**config.mk**
```make
export PLATFORM = sky130hd
export DESIGN_NAME = multicycle_controller_flat
export DESIGN_NICKNAME = d
export VERILOG_FILES = /design/src/rtl/multicycle_controller_if.sv /design/src/rtl/multicycle_controller.sv /design/src/flat_wrapper.sv
export SDC_FILE = /design/constraint.sdc
export NUM_CORES = 1
export LEC_CHECK = 0
export CAP_MARGIN = 30
export CORE_MARGIN = 3
export CORE_UTILIZATION = 40
export DETAILED_ROUTE_END_ITERATION = 7
export PLACE_DENSITY = 0.69
export SYNTH_ARGS = -nofsm -noshare
export SYNTH_HDL_FRONTEND = slang
export SYNTH_SLANG_ARGS = --single-unit
```
**constraint.sdc**
```tcl
create_clock -name clk -period 2.95 [get_ports clk]
set_clock_uncertainty 0.1 [all_clocks]
set_input_delay 0.4425 -clock clk [delete_from_list [all_inputs] [get_ports clk]]
set_output_delay 0.4425 -clock clk [all_outputs]
set_load 0.05 [all_outputs]
```
**src/rtl/multicycle_controller_if.sv**
```systemverilog
// Instruction/data memory handshake bundle between the controller and the memories.
interface multicycle_controller_if #(
  parameter int INST_W = 16
);
  logic [INST_W-1:0] inst;
  logic              imem_req;
  logic              imem_ack;
  logic              dmem_req;
  logic              dmem_ack;

  modport master (input inst, imem_ack, dmem_ack, output imem_req, dmem_req);
  modport slave  (output inst, imem_ack, dmem_ack, input imem_req, dmem_req);
endinterface

```
**src/rtl/multicycle_controller.sv**
```systemverilog
// Multi-cycle CPU controller: latches the instruction and sequences FETCH/DECODE/EXEC/MEM/WB,
// pulsing the datapath strobes only in their phase, with memory timeout, halt and retire count.
module multicycle_controller #(
  parameter int INST_W   = 16,
  parameter int OP_W     = 4,
  parameter int ALU_OP_W = 4,
  parameter int TIMEOUT  = 255,
  parameter int CNT_W    = 16
) (
  input  logic                    clk,
  input  logic                    rst_n,
  multicycle_controller_if.master mem,
  input  logic                    br_mux,
  output logic [ALU_OP_W-1:0]     alu_op,
  output logic [1:0]              pc_sel,
  output logic [1:0]              wb_sel,
  output logic                    wb_demux_sel,
  output logic                    br_sel,
  output logic                    lr_en,
  output logic                    reg_en,
  output logic                    mem_en,
  output logic                    pc_en,
  output logic                    ir_en,
  output logic                    halted,
  output logic                    err,
  output logic [CNT_W-1:0]        retired
);
  localparam int WAIT_W = $clog2(TIMEOUT + 1);

  typedef enum logic [2:0] {
    S_FETCH, S_DECODE, S_EXEC, S_MEM, S_WB, S_HALT, S_ERROR
  } state_e;

  typedef enum logic [3:0] {
    K_NOP, K_ALU, K_ADDI, K_LD, K_ST, K_BR, K_JMP, K_JAL, K_RET, K_HALT
  } kind_e;

  state_e             r_state, w_next;
  kind_e              w_kind;
  logic [INST_W-1:0]  r_ir;
  logic [WAIT_W-1:0]  r_wait;
  logic [CNT_W-1:0]   r_retired;
  logic [OP_W-1:0]    w_op;
  logic [3:0]         w_op4;
  logic               w_timeout;
  logic               w_unused_ir;

  assign w_op        = r_ir[INST_W-1 -: OP_W];
  assign w_op4       = w_op[3:0];
  assign w_unused_ir = ^r_ir[INST_W-OP_W-1:0];
  assign w_timeout   = (r_wait == WAIT_W'(TIMEOUT - 1));
  assign retired     = r_retired;

  // Opcodes beyond the 4-bit map (wide OP_W) fall through to NOP.
  always_comb begin
    w_kind = K_NOP;
    if ((w_op >> 4) == '0) begin
      case (w_op4)
        4'h0:    w_kind = K_NOP;
        4'h8:    w_kind = K_ADDI;
        4'h9:    w_kind = K_LD;
        4'hA:    w_kind = K_ST;
        4'hB:    w_kind = K_BR;
        4'hC:    w_kind = K_JMP;
        4'hD:    w_kind = K_JAL;
        4'hE:    w_kind = K_RET;
        4'hF:    w_kind = K_HALT;
        default: w_kind = K_ALU;
      endcase
    end
  end

  // NOTE: async reset, and every register uses <= so all of them sample pre-edge values.
  always_ff @(posedge clk or negedge rst_n) begin
    if (!rst_n) begin
      r_state   <= S_FETCH;
      r_ir      <= '0;
      r_wait    <= '0;
      r_retired <= '0;
    end else begin
      r_state <= w_next;
      if (ir_en) r_ir <= mem.inst;
      if (w_next != r_state)                          r_wait <= '0;
      else if (r_state == S_FETCH || r_state == S_MEM) r_wait <= r_wait + WAIT_W'(1);
      if (pc_en) r_retired <= r_retired + CNT_W'(1);
    end
  end

  // NOTE: every output gets a default first, so no path through the case infers a latch.
  always_comb begin
    w_next       = r_state;
    mem.imem_req = 1'b0;
    mem.dmem_req = 1'b0;
    alu_op       = '0;
    pc_sel       = 2'd0;
    wb_sel       = 2'd0;
    wb_demux_sel = 1'b0;
    br_sel       = 1'b0;
    lr_en        = 1'b0;
    reg_en       = 1'b0;
    mem_en       = 1'b0;
    pc_en        = 1'b0;
    ir_en        = 1'b0;
    halted       = (r_state == S_HALT);
    err          = (r_state == S_ERROR);

    // Everything stays quiet while reset is held, even though the state already reads FETCH.
    if (rst_n) begin
      if (r_state inside {S_DECODE, S_EXEC, S_MEM, S_WB}) begin
        case (w_kind)
          K_ALU:        alu_op = ALU_OP_W'(w_op4);
          K_ADDI, K_ST: alu_op = ALU_OP_W'(1);
          K_LD: begin
            alu_op = ALU_OP_W'(1);
            wb_sel = 2'd1;
          end
          K_BR:  pc_sel = (r_state == S_EXEC && br_mux) ? 2'd1 : 2'd0;
          K_JMP: pc_sel = 2'd2;
          K_JAL: begin
            pc_sel       = 2'd2;
            wb_sel       = 2'd3;
            wb_demux_sel = 1'b1;
          end
          K_RET:   pc_sel = 2'd3;
          default: ;
        endcase
      end

      case (r_state)
        S_FETCH: begin
          mem.imem_req = 1'b1;
          if (mem.imem_ack) begin
            ir_en  = 1'b1;
            w_next = S_DECODE;
          end else if (w_timeout) begin
            w_next = S_ERROR;
          end
        end
        S_DECODE: w_next = S_EXEC;
        S_EXEC: begin
          case (w_kind)
            K_ALU, K_ADDI: w_next = S_WB;
            K_LD, K_ST:    w_next = S_MEM;
            K_HALT:        w_next = S_HALT;
            default: begin
              br_sel = (w_kind == K_BR) && br_mux;
              lr_en  = (w_kind == K_JAL);
              pc_en  = 1'b1;
              w_next = S_FETCH;
            end
          endcase
        end
        S_MEM: begin
          mem.dmem_req = 1'b1;
          mem_en       = (w_kind == K_ST);
          if (mem.dmem_ack) begin
            pc_en  = (w_kind == K_ST);
            w_next = (w_kind == K_ST) ? S_FETCH : S_WB;
          end else if (w_timeout) begin
            w_next = S_ERROR;
          end
        end
        S_WB: begin
          reg_en = 1'b1;
          pc_en  = 1'b1;
          w_next = S_FETCH;
        end
        default: ;
      endcase
    end
  end
endmodule

```
**src/flat_wrapper.sv**
```systemverilog
// flat-port wrapper written by rule: the top's interface ports become plain ports
module multicycle_controller_flat 
#(
  parameter int INST_W   = 16,
  parameter int OP_W     = 4,
  parameter int ALU_OP_W = 4,
  parameter int TIMEOUT  = 255,
  parameter int CNT_W    = 16
)
  (clk, rst_n, br_mux, alu_op, pc_sel, wb_sel, wb_demux_sel, br_sel, lr_en, reg_en, mem_en, pc_en, ir_en, halted, err, retired, mem_inst, mem_imem_ack, mem_dmem_ack, mem_imem_req, mem_dmem_req);
  multicycle_controller_if #(.INST_W(INST_W)) mem_i ();
  input  logic clk;
  input  logic rst_n;
  input  logic br_mux;
  output logic [ALU_OP_W-1:0] alu_op;
  output logic [1:0] pc_sel;
  output logic [1:0] wb_sel;
  output logic wb_demux_sel;
  output logic br_sel;
  output logic lr_en;
  output logic reg_en;
  output logic mem_en;
  output logic pc_en;
  output logic ir_en;
  output logic halted;
  output logic err;
  output logic [CNT_W-1:0] retired;
  input wire logic [$bits(mem_i.inst)-1:0] mem_inst;
  input wire logic [$bits(mem_i.imem_ack)-1:0] mem_imem_ack;
  input wire logic [$bits(mem_i.dmem_ack)-1:0] mem_dmem_ack;
  output wire logic [$bits(mem_i.imem_req)-1:0] mem_imem_req;
  output wire logic [$bits(mem_i.dmem_req)-1:0] mem_dmem_req;
  assign mem_i.inst = mem_inst;
  assign mem_i.imem_ack = mem_imem_ack;
  assign mem_i.dmem_ack = mem_dmem_ack;
  assign mem_imem_req = mem_i.imem_req;
  assign mem_dmem_req = mem_i.dmem_req;
  multicycle_controller #(.INST_W(INST_W), .OP_W(OP_W), .ALU_OP_W(ALU_OP_W), .TIMEOUT(TIMEOUT), .CNT_W(CNT_W)) u_core (.clk(clk), .rst_n(rst_n), .mem(mem_i), .br_mux(br_mux), .alu_op(alu_op), .pc_sel(pc_sel), .wb_sel(wb_sel), .wb_demux_sel(wb_demux_sel), .br_sel(br_sel), .lr_en(lr_en), .reg_en(reg_en), .mem_en(mem_en), .pc_en(pc_en), .ir_en(ir_en), .halted(halted), .err(err), .retired(retired));
endmodule
```
==> flow_summary.toml, run 1 <==
[outcome]
run_status = "finished clean"

[cts]
cts.sinks = 31
cts_tree = "yes"
cts.repair_timing.setup_buffer_count = 0
ctsHtreeMaxLevel = 2
clock_insertion_delay_worst_skew_ps = 280
tritoncts.num_buffers = 5
cts.repair.resized = 0
cts.path.max_buffers = 2
ctsRootBufferMaster = "sky130_fd_sc_hd__clkbuf_8"
clock_slew_at_the_register_clock_pins_of_the_worst_setup_and_hold_paths_ps = 60
cts_hold_buffers = 0

[floorplan]
die_area_mm2 = 0.005900
fp.dieH_um = 76.81
die_width_um = 76.81
core_area_mm2 = 0.004786
placement_rows = 25
pin_count = 56
start_util_pct = 41.91

[global_route]
grt_first_pass_wirelength_mm = 7.665
total_global_routing_overflow = 0
grt.total_usage_pct = 15.93
groute.layer.met1.usage_pct = 20.39
global_route.peak_usage_layer = "met2"
grt.met2_usage_pct = 24.74
vias_in_the_first_global_route = 1737
antenna_violations_before_repair = 0
grt_start_max_net_pins = 29
globalRouteMet3Util_pct = 4.695

[final_layout]
antennaDiodeCount = 0
fin_nets = 289
utilization_pct = 57.93
areaGrowthSynthToFinish_pct = 38.24
final_cell_count_no_fill = 332
post_route_cells_drive_above_1_share_pct = 18.49

[min_path]
worst_hold_path.endpoint = "u_core.retired[10]$_DFFE_PN0P_"
worstHoldPathType = "flop to flop"
worst_hold_path.num_cells = 1
min_from = "u_core.retired[10]$_DFFE_PN0P_"

[synth]
netlist_area_mm2 = 0.002006
count_of_mapped_cells_out_of_synthesis = 217
most_instantiated_flip_flop_cell_in_the_synthesis_netlist = "sky130_fd_sc_hd__dfrtp_1"
syn-num-nets = 242
synthesis.area_per_instance_um2 = 9.243
yosysWarnings = 0
yosysSeqAreaShare_pct = 38.68
yosysUniqueCellTypes = 50
synth_enable_flop_cells = 0
asyncSetResetFlopFracSynth_pct = 100.0
ys_seq_elements = 31

[sta]
fin_setup_tns_ps = 0
final_min_period_over_clock_period_pct = 94.70
achievable-frequency_mhz = 358.0
final-max-slew-violation-count = 0
max-slew-margin-rel_pct = 57.93
timing_worst_slew_pin_value_ps = 626.8
grt_setup_unrepaired = "false"
report.final.setup_viol = 0
timing.final.crit_period_ps = 2794
report.final.hold_viol_count = 0

[placement]
dpl.hpwl_mm = 3.258
gp_routability_congestion = 0.9339
place.port_buffers = 43
place_inst = 324

[power_and_ir_drop]
power.density_mw_per_mm2 = 301.3
p_leak_uw = 0.001150
ir_drop_v = 0.0002640

[critical_path]
crit_type = "flop to primary output"
critical-path-top-delay-family = "simple AND/OR/NAND/NOR gates"
element_type_at_the_critical_path_end = "primary output"
critical_path.startpoint_type = "flop"
critical_path_buffer_and_inverter_count = 1
cp_cell_sequence = "ha_1, and3b_1, o21ai_1, nor2b_4, o2bb2ai_4, buf_12"
worst_ep_required_time_ps = 2410
regToRegStartpoint = "u_core.r_ir[14]$_DFFE_PN0P_"
ff2ff_setup_slack_ps = 480
critPathMaxStageDelay_ps = 420
critical_path_arrival_ps = 2250
rr_worst_depth = 8
critical_path_peak_fanout = 12
crit_slowest_cell = "sky130_fd_sc_hd__ha_1"
regToRegEndpoint = "u_core.retired[15]$_DFFE_PN0P_"

[drt]
post_drt_antenna_nets = 0
dr_total_vias = 1722
drt-initial-drc-count = 152
detail_route.wl_per_cell_um = 13.04
vias_per_cell = 5.187
drc_errors = 0
drt_pass1_iterations = 4
postRouteWirelength_mm = 4.329

[flow_run]
cap_violations = 0
[cells in the final DEF (no fill, tap or decap), types with 4 or more instances in the layout]
cell type and n:
sky130_fd_sc_hd__clkdlybuf4s50_1 26, sky130_fd_sc_hd__a31oi_1 4, sky130_fd_sc_hd__clkbuf_8 5, sky130_fd_sc_hd__nand4_1 8, sky130_fd_sc_hd__mux2_2 5, sky130_fd_sc_hd__nand2_1 15
sky130_fd_sc_hd__dfrtp_1 31, sky130_fd_sc_hd__ha_1 4, sky130_fd_sc_hd__buf_12 17, sky130_fd_sc_hd__xnor2_1 13, sky130_fd_sc_hd__o21ai_0 10, sky130_fd_sc_hd__xor2_1 8
sky130_fd_sc_hd__inv_1 6, sky130_fd_sc_hd__nand2b_1 6, sky130_fd_sc_hd__and3_1 5, sky130_fd_sc_hd__nor2_1 32, sky130_fd_sc_hd__buf_4 6, sky130_fd_sc_hd__nand3_1 7
sky130_fd_sc_hd__a21oi_1 6
[flip-flops by register name, summed over array words and instances, names as in the netlist]
register,flops
u_core.r_wait,8
u_core.r_state,3
u_core.r_ir,4
u_core.retired,16
[routing by layer]
layer,wire length (µm),vias up
met5,0,-
met4,89,0
met3,238,8
met2,1944,51
met1,2056,814
li1,-,849
[cell type report]
cell class | count | area, µm²
multi-input combinational | 170 | 1160
clock buffer | 7 | 76.32
fill | 426 | 2013
clock inverter | 1 | 5.005
inverter | 7 | 26.28
tap | 67 | 83.83
timing repair buffer | 49 | 645.6
sequential | 31 | 775.7
[power by group]
part	switching (µW)	leakage [µW]	total (µW)	internal [µW]
clock	150	0.0000422	315	165
sequential	11.9	0.000390	447	435
combinational	39.2	0.000718	72.9	33.7
[cells by family after synthesis]
kind of cell	after synthesis	synth area share [%]
AOI/OAI and AO/OA	36	12.73
xor gates and xnor gates	22	9.982
adders and majority gates	4	2.495
DFF	31	38.68
and+or+nand+nor	103	28.57
muxes	5	2.807
buffers and inverters	16	4.741
[worst max-delay path by stage]
stage / startpoint / end / slack [ps] / depth (start not counted)
after global placement: rst_n / pc_en / 280 / 6
after CTS: u_core.r_ir[14]$_DFFE_PN0P_ / pc_en / 80 / 5
final: u_core.r_ir[14]$_DFFE_PN0P_ / pc_en / 160 / 6
after floorplan: u_core.r_ir[13]$_DFFE_PN0P_ / alu_op[1] / 230 / 5
after detailed placement: rst_n / pc_en / 290 / 6
after global routing: u_core.r_ir[14]$_DFFE_PN0P_ / pc_en / 6 / 6
[per-stage QoR]
step	power, µW	worst slack [ps]	hold slack (ps)	instance area [µm²]
finish	835.3	156.4	385.9	2773
detailed placement	527.6	286.1	375.5	2679
global placement	526.4	284.3	370.1	2679
CTS	847.5	77.88	386.4	2760
global route	878.8	5.512	407.1	2773
floorplan	492.3	230.1	46.91	2018
[synth_stat cells, drive strengths merged (2+ instances only)]
cell type,count,area share [%]
inv,7,1.3
xnor2,14,6.5
nand3,7,1.7
a21oi,7,2.3
o21ai,12,3.0
a31oi,4,1.2
nand2,15,2.8
mux2,5,2.8
or3,3,0.94
and3b,3,1.3
or2,2,0.75
o21a,2,0.75
and3,5,1.6
nor3,3,0.75
nand4,9,3.1
xor2,8,3.5
and2,3,0.94
nor2,32,6.0
a211oi,2,1.0
ha,4,2.5
nor3b,4,1.7
nor2b,4,2.0
nor4,3,0.94
nand2b,7,2.6
dfrtp,31,39
buf,9,3.4
(Power assumes the default switching activity.)
==> run 2: changes to the inputs <==
TNS_END_PERCENT = 10   (was not set)
==> run 2 against run 1 <==
Power is 0.58% higher. Largest power group unchanged. Cell area is 0.32% lower. Core utilization shrank 0.18 points. Clock power is 2% higher. Largest cell class unchanged. Critical path type unchanged. Wire length is 4.9% higher. Flip-flop and latch count unchanged. Combinational power shrank 2%.
==> flow_summary.toml, run 2 (synthesized netlist as in run 1, its figures left out) <==
[outcome]
run_status = "finished clean"

[drt]
vias_per_cell = 5.211
post_drt_antenna_nets = 0
postRouteWirelength_mm = 4.541
dr_total_vias = 1725
drc_errors = 0
drt_pass1_iterations = 4
detail_route.wl_per_cell_um = 13.72
drt-initial-drc-count = 123

[final_layout]
antennaDiodeCount = 0
fin_nets = 288
filler_cell_count = 422
final_cell_count_no_fill = 331
largest_register_ff_count = 16
layout.cells.most_common_list = "sky130_fd_sc_hd__nor2_1, sky130_fd_sc_hd__dfrtp_1, sky130_fd_sc_hd__clkdlybuf4s50_1"
commonest_non_fill_non_tap_cell_in_the_layout = "sky130_fd_sc_hd__nor2_1"
areaGrowthSynthToFinish_pct = 37.80
post_route_cells_drive_above_1_share_pct = 18.94

[placement]
dpl.hpwl_mm = 3.270
place_inst = 323
place.port_buffers = 43
gp_routability_congestion = 0.8995
dp_worst_setup_slack_ps = 277.8

[floorplan]
fp.dieH_um = 76.81
die_area_mm2 = 0.005900
die_width_um = 76.81
start_util_pct = 41.91
placement_rows = 25
pin_count = 56
core_area_mm2 = 0.004786

[cts]
tritoncts.num_buffers = 5
clock_slew_at_the_register_clock_pins_of_the_worst_setup_and_hold_paths_ps = 70
cts.sinks = 31
cts_tree = "yes"
ctsRootBufferMaster = "sky130_fd_sc_hd__clkbuf_8"
cts.repair.resized = 0
ctsHtreeMaxLevel = 2
clock_insertion_delay_worst_skew_ps = 280
cts.repair_timing.setup_buffer_count = 0
cts_hold_buffers = 0
cts.path.max_buffers = 2

[global_route]
grt.total_usage_pct = 16.16
antenna_violations_before_repair = 0
total_global_routing_overflow = 0
global_route.peak_usage_layer = "met2"
globalRouteMet3Util_pct = 4.108
grt_first_pass_wirelength_mm = 7.962
grt.met2_usage_pct = 24.30
groute.layer.met1.usage_pct = 22.67
vias_in_the_first_global_route = 1731
grt_start_max_net_pins = 32

[power_and_ir_drop]
power.density_mw_per_mm2 = 304.0
power.total_uw = 840.1
switching_power_uw = 211.4
seq_power_share_pct = 53.3
net_switching_share_of_the_total_power_pct = 25.16
power.share.combinational_pct = 8.6
ir_drop_v = 0.0002883
clock_power_share_pct = 38.2
p_leak_uw = 0.001148
total_internal_power_uw = 628.7

[sta]
final_min_period_over_clock_period_pct = 91.20
achievable-frequency_mhz = 371.7
report.final.hold_viol_count = 0
final-max-slew-violation-count = 0
timing.final.ws_setup_ps = 259.5
timing_worst_slew_pin_value_ps = 617.0
report.final.setup_viol = 0
grt_setup_unrepaired = "false"
timing.final.crit_period_ps = 2690
max-slew-margin-rel_pct = 58.59

[critical_path]
cp_cell_sequence = "ha_2, and3b_1, o21ai_1, nor2b_4, o2bb2ai_4, buf_12"
crit_slowest_cell = "sky130_fd_sc_hd__dfrtp_1"
element_type_at_the_critical_path_end = "primary output"
ff2ff_setup_slack_ps = 560
rr_worst_depth = 8
critPathMaxStageDelay_ps = 410
worst_ep_required_time_ps = 2410
crit_type = "flop to primary output"
critical_path_peak_fanout = 12
critical_path_arrival_ps = 2150
critical_path.startpoint_type = "flop"

[min_path]
worstHoldPathType = "primary input to asynchronous set/reset pin"

[flow_run]
cap_violations = 0
-- run 2: layout make-up --
type	instances	area, µm²	area share (%)
clock buffers	5	68.82	2.490
clock inverters	3	15.01	0.5432
well taps	67	83.83	3.033
repair buffers	48	638.1	23.09
inverters	7	26.28	0.9507
multi-input cells	170	1156	41.83
flip-flops and latches	31	775.7	28.07
-- run 2: critical path, delay by kind of cell (launching register included) --
family / cells / cell delay (ps)
compound gates: 2 / 430
flops: 1 / 410
simple gates: 2 / 490
fa+ha+maj: 1 / 360
buf+inv: 1 / 180
-- run 2: path summary, 6_finish.rpt --
kind / end / from
setup / recovery: pc_en / u_core.r_ir[14]$_DFFE_PN0P_
hold / removal: u_core.r_state[2]$_DFF_PN0_ / rst_n
setup reg to reg: u_core.retired[15]$_DFFE_PN0P_ / u_core.r_ir[14]$_DFFE_PN0P_
hold reg to reg: u_core.retired[10]$_DFFE_PN0P_ / u_core.retired[10]$_DFFE_PN0P_
max in group asynchronous: u_core.r_ir[15]$_DFFE_PN0P_ / rst_n
min in group clk: u_core.retired[10]$_DFFE_PN0P_ / u_core.retired[10]$_DFFE_PN0P_
-- run 2: through the flow --
step | cell area, µm² | TNS [ps] | hold WS, ps | utilization (%)
after detailed placement | 2665 | 0 | 380.5 | 55.69
after CTS | 2749 | 0 | 323.4 | 57.44
after global routing | 2764 | 0 | 326.0 | 57.75
after global placement | 2665 | 0 | 373.8 | 55.69
after floorplan | 2012 | -12.78 | 46.91 | -
final | 2764 | 0 | 328.7 | 57.75
-- run 2: layer usage --
layer | vias to the layer above | part of all wire (%)
li1 | 857 | -
met1 | 804 | 48
met2 | 58 | 45
met3 | 6 | 5.5
met4 | 0 | 0.99
met5 | - | 0
-- run 2: power by group through the flow --
stage	logic [µW]	clock network (µW)	registers [µW]
after CTS	71.1	332	447
after global routing	81.5	355	449
final	71.8	321	448
after global placement	68.9	0	455
after floorplan	41.2	0	451
after detailed placement	70.6	0	455
==> run 3: changes to the inputs <==
DONT_BUFFER_PORTS = 1   (was not set)
PLACE_DENSITY = not set   (was 0.69)
SKIP_LAST_GASP = 1   (was not set)
==> run 3 against run 2 <==
Worst hold slack got worse by 130 ps. Die area did not move. Critical path type unchanged. Power rose by 3.3%. First-iteration DRC count fell by 37%. Flip-flop and latch count did not move. Core utilization fell by 9.0 points. Clock power rose by 13%. Maximum frequency fell by 2.9%. Wire length fell by 8.5%. Sequential share of layout area rose by 5.2 points. Worst setup slack got worse by 79 ps. Combinational power fell by 21%.
==> flow_summary.toml, run 3 (synthesized netlist as in run 1, its figures left out) <==
[outcome]
run_status = "finished clean"

[drt]
vias_per_cell = 5.238
post_drt_antenna_nets = 0
drt-initial-drc-count = 77
dr_total_vias = 1608
postRouteWirelength_mm = 4.156
drc_errors = 0
detail_route.wl_per_cell_um = 13.54
drt_pass1_iterations = 4

[final_layout]
antennaDiodeCount = 0
fin_nets = 264
layout.cell_area.non_filler_mm2 = 0.002333
multi_input_gate_area_mm2 = 0.001152
post_route_cells_drive_above_1_share_pct = 21.25
area.sequential_um2 = 775.7
areaGrowthSynthToFinish_pct = 16.34
filler_cell_count = 458
commonest_non_fill_non_tap_cell_in_the_layout = "sky130_fd_sc_hd__nor2_1"
largest_register_ff_count = 16
utilization_pct = 48.76
layout.cells.most_common_list = "sky130_fd_sc_hd__nor2_1, sky130_fd_sc_hd__dfrtp_1, sky130_fd_sc_hd__buf_4"

[critical_path]
regToRegEndpoint = "u_core.retired[1]$_DFFE_PN0P_"
cp_cell_sequence = "ha_1, and3b_1, o21ai_1, nor2b_4, o2bb2ai_2, buf_4"
critPathMaxStageDelay_ps = 430
regToRegStartpoint = "u_core.r_ir[14]$_DFFE_PN0P_"
critical_path.startpoint_type = "flop"
crit_slowest_cell = "sky130_fd_sc_hd__ha_1"
ff2ff_setup_slack_ps = 420
element_type_at_the_critical_path_end = "primary output"
rr_worst_depth = 7
crit_type = "flop to primary output"
worst_ep_required_time_ps = 2410
critical_path_buffer_and_inverter_count = 1
critical-path-top-delay-family = "simple AND/OR/NAND/NOR gates"
critical_path_arrival_ps = 2230
critical_path_peak_fanout = 14

[power_and_ir_drop]
p_leak_uw = 0.001032
power.density_mw_per_mm2 = 371.9
clock_power_share_pct = 41.9
seq_power_share_pct = 51.6
total_internal_power_uw = 671.8
net_switching_share_of_the_total_power_pct = 22.58
ir_drop_v = 0.0002787
switching_power_uw = 196.0
power.share.combinational_pct = 6.6

[sta]
final-max-slew-violation-count = 0
report.final.setup_viol = 0
final_layout_worst_hold_slack_ps = 195.8
report.final.hold_viol_count = 0
final_min_period_over_clock_period_pct = 93.88
timing_worst_slew_pin_value_ps = 602.0
grt_setup_unrepaired = "false"
max-slew-margin-rel_pct = 59.60
fin_setup_tns_ps = 0
timing.final.crit_period_ps = 2770
achievable-frequency_mhz = 361.1

[min_path]
worstHoldPathType = "primary input to flop"
worst_hold_path.endpoint = "u_core.r_state[0]$_DFF_PN0_"
min_from = "rst_n"
worst_hold_path.num_cells = 1

[global_route]
grt.total_usage_pct = 14.54
vias_in_the_first_global_route = 1463
antenna_violations_before_repair = 0
grt_first_pass_wirelength_mm = 7.038
total_global_routing_overflow = 0
grt_start_max_net_pins = 32

[flow_run]
cap_violations = 0

[cts]
cts_tree = "yes"
cts.sinks = 31
tritoncts.num_buffers = 5
cts.path.max_buffers = 2
ctsHtreeMaxLevel = 2
cts.repair.resized = 0
ctsRootBufferMaster = "sky130_fd_sc_hd__clkbuf_8"
clock_slew_at_the_register_clock_pins_of_the_worst_setup_and_hold_paths_ps = 70
clock_insertion_delay_worst_skew_ps = 280

[floorplan]
pin_count = 56
core_area_mm2 = 0.004786
fp.dieH_um = 76.81
placement_rows = 25
die_area_mm2 = 0.005900
start_util_pct = 41.91
die_width_um = 76.81

[placement]
placed_cell_area_mm2 = 0.002203
dpl.hpwl_mm = 3.043
gp_routability_congestion = 0.8367
place.port_buffers = 0
==> run 3: cell count changes in the layout (fill, tap and decap cells not counted), sizes merged <==
cell / previous run / this run
buf: 22 / 23
clkbuf: 5 / 8
dlygate4sd3: 0 / 1
clkinv: 3 / 0
clkdlybuf4s50: 26 / 0
==> run 3: worst reg2reg max path, stage by stage, from the launching register on <==
cell	delay (ps)
sky130_fd_sc_hd__dfrtp_1	410
sky130_fd_sc_hd__ha_1	430
sky130_fd_sc_hd__and3b_1	280
sky130_fd_sc_hd__o21ai_1	200
sky130_fd_sc_hd__nor2b_4	210
sky130_fd_sc_hd__o2bb2ai_2	110
sky130_fd_sc_hd__buf_4	300
sky130_fd_sc_hd__mux2_2	380
==> run 3: worst max-delay path by stage <==
stage,slack [ps],to,cells after the start,startpoint
6_report,180,pc_en,6,u_core.r_ir[14]$_DFFE_PN0P_
2_1_floorplan,-10,mem_en,5,u_core.r_ir[13]$_DFFE_PN0P_
3_5_place_dp,430,u_core.retired[1]$_DFFE_PN0P_,7,u_core.r_ir[14]$_DFFE_PN0P_
3_3_place_gp,440,u_core.retired[1]$_DFFE_PN0P_,7,u_core.r_ir[14]$_DFFE_PN0P_
5_1_grt,80,pc_en,6,u_core.r_ir[14]$_DFFE_PN0P_
4_1_cts,160,pc_en,6,u_core.r_ir[14]$_DFFE_PN0P_
==> run 3: area by class of cell <==
class | instances | share of cell area [%]
multi-input cells | 170 | 49.38
clock buffers | 8 | 4.290
inverters | 7 | 1.126
flip-flops and latches | 31 | 33.24
repair buffers | 24 | 8.365
well taps | 67 | 3.592
==> run 3: power groups by stage <==
| stage | Clock, µW | Combinational (µW) | Sequential [µW] |
|---|---|---|---|
| 3_5_place_dp | 0 | 45.4 | 455 |
| 4_1_cts | 371 | 58.5 | 447 |
| 2_1_floorplan | 0 | 41.2 | 451 |
| 6_report | 363 | 57.0 | 447 |
| 5_1_grt | 390 | 65.2 | 449 |
| 3_3_place_gp | 0 | 44.4 | 455 |
==> run 3: layer usage <==
layer	track usage, %	share of wire (%)
met5	0	0
met4	5.435	1.6
met3	4.460	7.1
met2	21.60	44
met1	19.81	48
==> run 3: repair_timing <==
item | in CTS | in global routing
endpoints found under the hold margin | 31 | 0
hold buffers | 2 | 0
buffers inserted | 0 | 0
==> run 3: metrics by stage <==
stage          setup WS (ps)  power [µW]  std cells
2_1_floorplan         -12.78       492.1        217
3_3_place_gp           443.0       499.4        297
3_5_place_dp           425.5       500.4        297
4_1_cts                160.3       876.8        307
5_1_grt                75.11       904.2        307
6_report               180.4       867.8        307
